**src/rtl/seg_scan_driver.sv**
```systemverilog
// 7-segment scan driver: shadow/active frame buffers swapped at scan wrap, dead-time
// blanking after each digit advance, flash modes. Define SEG_ACTIVE_LOW_EN for inverted outputs.
module seg_scan_driver #(
    parameter int DIGITS      = 5,
    parameter int DEAD_CYCLES = 2
) (
    input  logic                clk,
    input  logic                reset,
    input  logic                scan_tick,
    input  logic                flash_tick,
    input  logic                frame_valid,
    output logic                frame_ready,
    input  logic [8*DIGITS-1:0] frame_data,
    input  logic [1:0]          frame_mode,
    input  logic [2:0]          cursor,
    output logic [DIGITS-1:0]   dig_sel,
    output logic [7:0]          seg_pat,
    output logic                frame_swap,
    output logic                state_dbg
);
    localparam int IW = (DIGITS > 1) ? $clog2(DIGITS) : 1;
`ifdef SEG_ACTIVE_LOW_EN
    localparam logic POL = 1'b1;
`else
    localparam logic POL = 1'b0;
`endif

    typedef enum logic {DEAD = 1'b0, DRIVE = 1'b1} state_t;

    state_t              state_q, state_n;
    logic [IW-1:0]       dig_idx_q, dig_idx_n;
    logic [3:0]          dead_cnt_q, dead_cnt_n;
    logic                phase_q, phase_n;
    logic [8*DIGITS-1:0] sh_data_q, act_data_q, act_data_n;
    logic [1:0]          sh_mode_q, act_mode_q, act_mode_n;
    logic [2:0]          sh_cursor_q, act_cursor_q, act_cursor_n;
    logic                sh_full_q;
    logic                accept, swap, blank;
    logic [7:0]          seg_raw, seg_n;
    logic [DIGITS-1:0]   sel_n;

    // Handshake: a frame transfers on any clk with frame_valid && frame_ready; frame_ready
    // is simply "shadow empty" and never depends on frame_valid. The producer holds its frame.
    assign frame_ready = !sh_full_q;
    assign accept      = frame_valid && frame_ready;
    assign swap        = scan_tick && (dig_idx_q == IW'(DIGITS - 1)) && sh_full_q;
    assign state_dbg   = (state_q == DRIVE);

    always_comb begin
        state_n    = state_q;
        dig_idx_n  = dig_idx_q;
        dead_cnt_n = dead_cnt_q;
        if (scan_tick) begin
            state_n    = DEAD;
            dead_cnt_n = '0;
            dig_idx_n  = (dig_idx_q == IW'(DIGITS - 1)) ? '0 : dig_idx_q + IW'(1);
        end else if (state_q == DEAD) begin
            if (dead_cnt_q == 4'(DEAD_CYCLES - 1)) state_n = DRIVE;
            else dead_cnt_n = dead_cnt_q + 4'd1;
        end

        phase_n      = swap ? 1'b1 : (flash_tick ? !phase_q : phase_q);
        act_data_n   = swap ? sh_data_q   : act_data_q;
        act_mode_n   = swap ? sh_mode_q   : act_mode_q;
        act_cursor_n = swap ? sh_cursor_q : act_cursor_q;

        // Outputs are registered from post-edge state so they line up with the FSM.
        case (act_mode_n)
            2'd1:    blank = !phase_n;
            2'd2:    blank = !phase_n && (32'(act_cursor_n) == 32'(dig_idx_n));
            2'd3:    blank = 1'b1;
            default: blank = 1'b0;
        endcase

        seg_raw = '0;
        sel_n   = '0;
        for (int i = 0; i < DIGITS; i++) begin
            if (dig_idx_n == IW'(i)) begin
                seg_raw  = act_data_n[8*(DIGITS-1-i) +: 8];
                sel_n[i] = 1'b1;
            end
        end
        seg_n = (blank || state_n != DRIVE) ? 8'd0 : seg_raw;
        if (state_n != DRIVE) sel_n = '0;
    end

    always_ff @(posedge clk or negedge reset) begin
        if (!reset) begin
            state_q      <= DEAD;
            dig_idx_q    <= '0;
            dead_cnt_q   <= '0;
            phase_q      <= 1'b1;
            sh_data_q    <= '0;
            sh_mode_q    <= '0;
            sh_cursor_q  <= '0;
            sh_full_q    <= 1'b0;
            act_data_q   <= '0;
            act_mode_q   <= '0;
            act_cursor_q <= '0;
            dig_sel      <= {DIGITS{POL}};
            seg_pat      <= {8{POL}};
            frame_swap   <= 1'b0;
        end else begin
            state_q      <= state_n;
            dig_idx_q    <= dig_idx_n;
            dead_cnt_q   <= dead_cnt_n;
            phase_q      <= phase_n;
            act_data_q   <= act_data_n;
            act_mode_q   <= act_mode_n;
            act_cursor_q <= act_cursor_n;
            if (accept) begin
                sh_data_q   <= frame_data;
                sh_mode_q   <= frame_mode;
                sh_cursor_q <= cursor;
                sh_full_q   <= 1'b1;
            end else if (swap) begin
                sh_full_q <= 1'b0;
            end
            dig_sel    <= sel_n ^ {DIGITS{POL}};
            seg_pat    <= seg_n ^ {8{POL}};
            frame_swap <= swap;
        end
    end
endmodule

```
**config.mk**
```make
export PLATFORM = sky130hd
export DESIGN_NAME = seg_scan_driver
export DESIGN_NICKNAME = d
export VERILOG_FILES = /design/src/rtl/seg_scan_driver.sv
export SDC_FILE = /design/constraint.sdc
export NUM_CORES = 1
export LEC_CHECK = 0
export CORE_MARGIN = 10
export CORE_UTILIZATION = 58
export DETAILED_ROUTE_END_ITERATION = 6
export PLACE_DENSITY = 0.84
export SYNTH_ARGS = -nofsm -noshare
export SYNTH_HDL_FRONTEND = slang
export SYNTH_SLANG_ARGS = --single-unit
```
**constraint.sdc**
```tcl
create_clock -name clk -period 6.4 [get_ports clk]
set_input_delay 1.28 -clock clk [delete_from_list [all_inputs] [get_ports clk]]
set_output_delay 1.28 -clock clk [all_outputs]
set_load 0.005 [all_outputs]
```
* Word level (Yosys, flattened, before mapping) *
Index checks and enable logic that the tools add are counted.
Widths: inputs -> output; s select.

operators by class
  bitwise operators = 1
  $add $sub $neg = 2
  muxes and demuxes = 28
  equality and inequality tests = 12
  reductions and logical operators = 11

operator list
  cell                 count
  $mux 8               6
  $mux 40              1
  $mux 1               12
  $mux 4               3
  $mux 3               3
  $eq 3x2->1 const B   2
  $eq 3x3->1 const B   2
  $mux 5               1
  $add 4x1->4 const B  1
  $eq 2x2->1 const B   2
  $eq 4x1->1 const B   1
  $logic_and 1x1->1    4
  $ne 2x2->1 const B   2
  $add 3x1->3 const B  1
  $eq 3x1->1 const B   1
  $eq 3x3->1           1
  $logic_not 1->1      3
  $logic_not 3->1      1
  $pmux 1 s3           1
  $eq 2x1->1 const B   1
  $mux 2               1
  $reduce_and 2->1     1
  $reduce_bool 2->1    1
  $logic_or 1x1->1     1
  $not 1->1            1

storage, ports and cells
  input port bits = 50
  output and inout port bits = 16
  register bits = 114

* Longest topological paths before layout *
  depth after elaboration = 10
  depth in mapped cells = 10

* Worst setup path before layout *
OpenSTA, ideal clock, no wires.

  kind = input to register
  start point = in scan_tick
  end point = reg seg_pat[5]
  data required time = 6.327 ns
  data arrival time = 2.730 ns
  buffers on the path = 1
  setup time = 0.073 ns
  cell stages on the path = 7
  setup slack = 3.597 ns
  path through = nand4_1 -> buf_6 -> mux2_2 -> xnor2_1 -> nor3b_2 -> a221oi_4 -> a21boi_2

RTL lines
  element                          RTL line  text
  from (decl)                      9         input logic scan_tick,
  $logic_and 1x1->1 (2 in series)  46        assign swap = scan_tick && (dig_idx_q == IW'(DIGITS - 1)) && sh_full_q;
  $mux 3                           65        act_cursor_n = swap ? sh_cursor_q : act_cursor_q;
  net act_cursor_n[2]              36        logic [2:0] sh_cursor_q, act_cursor_q, act_cursor_n;
  $eq 3x3->1                       70        2'd2: blank = !phase_n && (32'(act_cursor_n) == 32'(dig_idx_n));
  $logic_and 1x1->1                70
  $pmux 1 s3                       68        case (act_mode_n)
  $logic_or 1x1->1                 83        seg_n = (blank || state_n != DRIVE) ? 8'd0 : seg_raw;
  $mux 8                           83
  net seg_n[5]                     39        logic [7:0] seg_raw, seg_n;
  to (signal assigned)             101       seg_pat <= {8{POL}};
  to (signal assigned)             120       seg_pat <= seg_n ^ {8{POL}};
  to (decl)                        17        output logic [7:0] seg_pat,

The timed path passes the listed nets, and every way through them passes these cells.
A chain may end at the register's enable or synchronous reset.

* Worst setup path in the final report *
  start point = in scan_tick
  end point = reg seg_pat[4]

RTL lines
  element                          RTL line  text
  $logic_and 1x1->1 (2 in series)  46
  $mux 40                          63        act_data_n = swap ? sh_data_q : act_data_q;
  net act_data_n[20]               34        logic [8*DIGITS-1:0] sh_data_q, act_data_q, act_data_n;
  $mux 8 (3 in series)             78        if (dig_idx_n == IW'(i)) begin
  $mux 8                           83
  net seg_n[4]                     39

The timed path passes the listed nets, and every way through them passes these cells.

==> metrics.csv <==
metric;value;unit
number of resized instances in the post-cts repair step;0;
endpoint class of the critical path;register;
antenna violation net count after detailed routing;0;
worst rel slew slack;0.395;
Filler Cells Inserted;461;
per-cell via count in the routed design;5.53;
Floorplan Core Area;0.00777;mm²
static leakage;2.77;nW
Cell variety after synth;48;
Setup Viol. Count Final;0;
GR Util All Layers;0.178;
warnings from Yosys;0;
overall power after layout;3.12;mW
post-detail-place hpwl;6440;µm
maximum clock insertion buffer count;2;
Die X;109;µm
max-slew violation count;0;
post-CTS clock slew at the launch and capture registers of the worst setup and hold paths;60;ps
share of layout cells above drive strength 1;0.286;
startpoint types;input port;
routability cong.;0.830;
Fin Setup TNS;0;ps
Fin. Hold Viols;0;
critical path fanouts, max;33;
list of cells traversed by the critical path;clkdlybuf4s50_1 -> nand4_1 -> buf_4 -> mux2_2 -> a222oi_1 -> nand3_1 -> o211a_1;
via count of the first global-routing pass;3215;
post-CTS setup buffers;0;
Hold Buf Count CTS;0;
number of buffers created by CTS;17;
Final Critical Period;4000;ps
Worst Hold Class;reg -> reg;
FF-to-FF Start;dig_idx_q[0];
Post-layout nets;468;
required arrival time at the worst endpoint;6800;ps
number of sinks handled by clock tree synthesis;114;
initial antenna violation count;0;
maximum clock skew at final layout;8.80;ps
number of enable flip-flop cells after synthesis;0;
Die H;109;µm
maximum number of pins on one net before global-route repair;76;
Post-Synthesis Net Count;394;
layout overhead on the synthesized area;29.5;%
cells after synthesis;340;
setup repair after global routing missed its margin;no;
Die ar.;0.0120;mm²
global-route wire length before repair;16300;µm
I/O Buffers;65;
TritonCTS clock tree;done;
top flip-flop cell by instance count after synthesis;sky130_fd_sc_hd__dfrtp_1;
hold wc startpoint;act_data_q[3];
total iterations of the first detailed-routing run;4;
timing startpoint of the critical path;scan_tick;
depth of the worst register-to-register path;8;
instance count after placement with tap cells included;497;
period utilisation layout;0.626;
final global-route overflow total;0;
count of vias placed by the detailed router;2924;
total placed instance area;0.00538;mm²
number of remaining DRC errors;0;
ratio of total power to cell area;519;mW/mm²
CP Data Arrival Time;4400;ps
sequential element share of the synthesized area;0.615;
CTS Root Cell;sky130_fd_sc_hd__clkbuf_8;
delay of the slowest critical-path stage;780;ps
timing-limited maximum frequency;0.250;GHz
Inserted Diodes;0;
reg-to-reg setup timing slack;3310;ps
Core Rows;32;
initial core utilization;0.598;
maximum VDD drop;0.325;mV
latest clock arrival within the worst-skew pair;510;ps
Max-Cap Viols;0;
total length of routed wires;10100;µm
netlist area before placement;0.00464;mm²
outcome;finished clean;
WHS Path Cells;2;
Avg WL per Cell;19.0;µm
Synth async-reset ratio;1.00;
destination of the worst hold path;act_data_q[3];
worst setup path class;in -> reg;
Final Non-Filler Cells;529;
initial drt markers;196;
mean cell area of the mapped netlist;13.7;µm²
count of pins on the block boundary;66;
pin slew with the least headroom to its limit;908;ps
critical register-to-register path endpoint;seg_pat[4];
Yosys reg bits;114;
area of all placed cells without fillers;0.00601;mm²
cell with the biggest individual delay on the critical path;sky130_fd_sc_hd__clkdlybuf4s50_1;
level count of the clock H-tree;4;
[critical path: cells and delay by family]
family	cells	cell delay, ps
compound gates	2	560
simple gates	2	900
mux	1	340
buf+inv	2	1310
[layer usage]
layer / track usage / vias to the layer above / share of wire
met1: 0.210 / 1490 / 0.41
met2: 0.299 / 80 / 0.52
li1: - / 1346 / -
met4: 0.0678 / 0 / 0.012
met3: 0.0562 / 8 / 0.053
met5: 0 / - / 0
[stage by stage]
| stage | setup WS, ps | util | hold slack, ps |
|---|---|---|---|
| CTS | 2400 | 0.774 | 478 |
| finish | 2400 | 0.774 | 482 |
| global route | 2090 | 0.774 | 504 |
| global placement | 1970 | 0.693 | 458 |
| detailed placement | 1880 | 0.693 | 460 |
| floorplan | 3600 | - | 441 |
[where the power goes]
part	total (mW)	internal, mW	switching (mW)
registers	1.21	1.04	0.163
clock network	1.00	0.688	0.315
logic	0.913	0.464	0.449
[cells by family after synthesis]
group | share of synthesized area
DFF | 0.615
and+or+nand+nor | 0.0884
muxes | 0.195
AOI/OAI and AO/OA | 0.0587
buffers and inverters | 0.0216
xor gates and xnor gates | 0.0113
adders and majority gates | 0.0108
[state kept, by name, summed over array words and instances (netlist names)]
| name | count |
|---|---|
| act_cursor_q | 3 |
| act_mode_q | 2 |
| seg_pat | 8 |
| sh_data_q | 40 |
| phase_q | 1 |
| act_data_q | 40 |
| sh_cursor_q | 3 |
| sh_mode_q | 2 |
| frame_swap | 1 |
| sh_full_q | 1 |
| state_dbg | 1 |
| dig_sel | 5 |
| dead_cnt_q | 4 |
| dig_idx_q | 3 |
[synth_stat cells (all sizes together), types with 4 or more instances]
cell type / number / area share
nand2: 39 / 0.032
a21oi: 4 / 0.0051
xnor2: 4 / 0.0075
inv: 9 / 0.0073
nand3: 14 / 0.015
dfrtp: 113 / 0.61
clkbuf: 6 / 0.0049
buf: 7 / 0.0094
ha: 4 / 0.011
mux2: 79 / 0.19
nand2b: 5 / 0.0067
o211a: 7 / 0.015
nor2: 11 / 0.0094
a222oi: 6 / 0.013
[cells in the final DEF (no fill, tap or decap), drive strengths merged, types with 4 or more instances in the layout]
| master | synthesis | layout |
|---|---|---|
| nand2b | 5 | 5 |
| ha | 4 | 4 |
| clkdlybuf4s50 | 0 | 64 |
| clkbuf | 6 | 21 |
| clkinv | 0 | 5 |
| bufinv | 0 | 5 |
| xnor2 | 4 | 4 |
| nand2 | 39 | 39 |
| buf | 7 | 4 |
| mux2 | 79 | 79 |
| inv | 9 | 9 |
| nand3 | 14 | 14 |
| a21oi | 4 | 4 |
| a222oi | 6 | 6 |
| o211a | 7 | 7 |
| nor2 | 11 | 11 |
| dfrtp | 113 | 113 |
[layout make-up]
class                   count  area, µm²  area share
well taps                 102        128      0.0212
clock inverters            11        183      0.0304
repair buffers             68        671       0.112
inverters                   9       33.8     0.00562
flip-flops and latches    114       2850       0.475
multi-input cells         204       1700       0.282
clock buffers              21        449      0.0747
[how the worst max path moves through the flow]
stage | to | slack (ps)
after detailed placement | seg_pat[5] | 1880
after global routing | seg_pat[5] | 2090
after CTS | seg_pat[4] | 2400
after floorplan | seg_pat[5] | 3600
after global placement | seg_pat[4] | 1970
final | seg_pat[4] | 2400
Power figures use the tool's default switching activity.
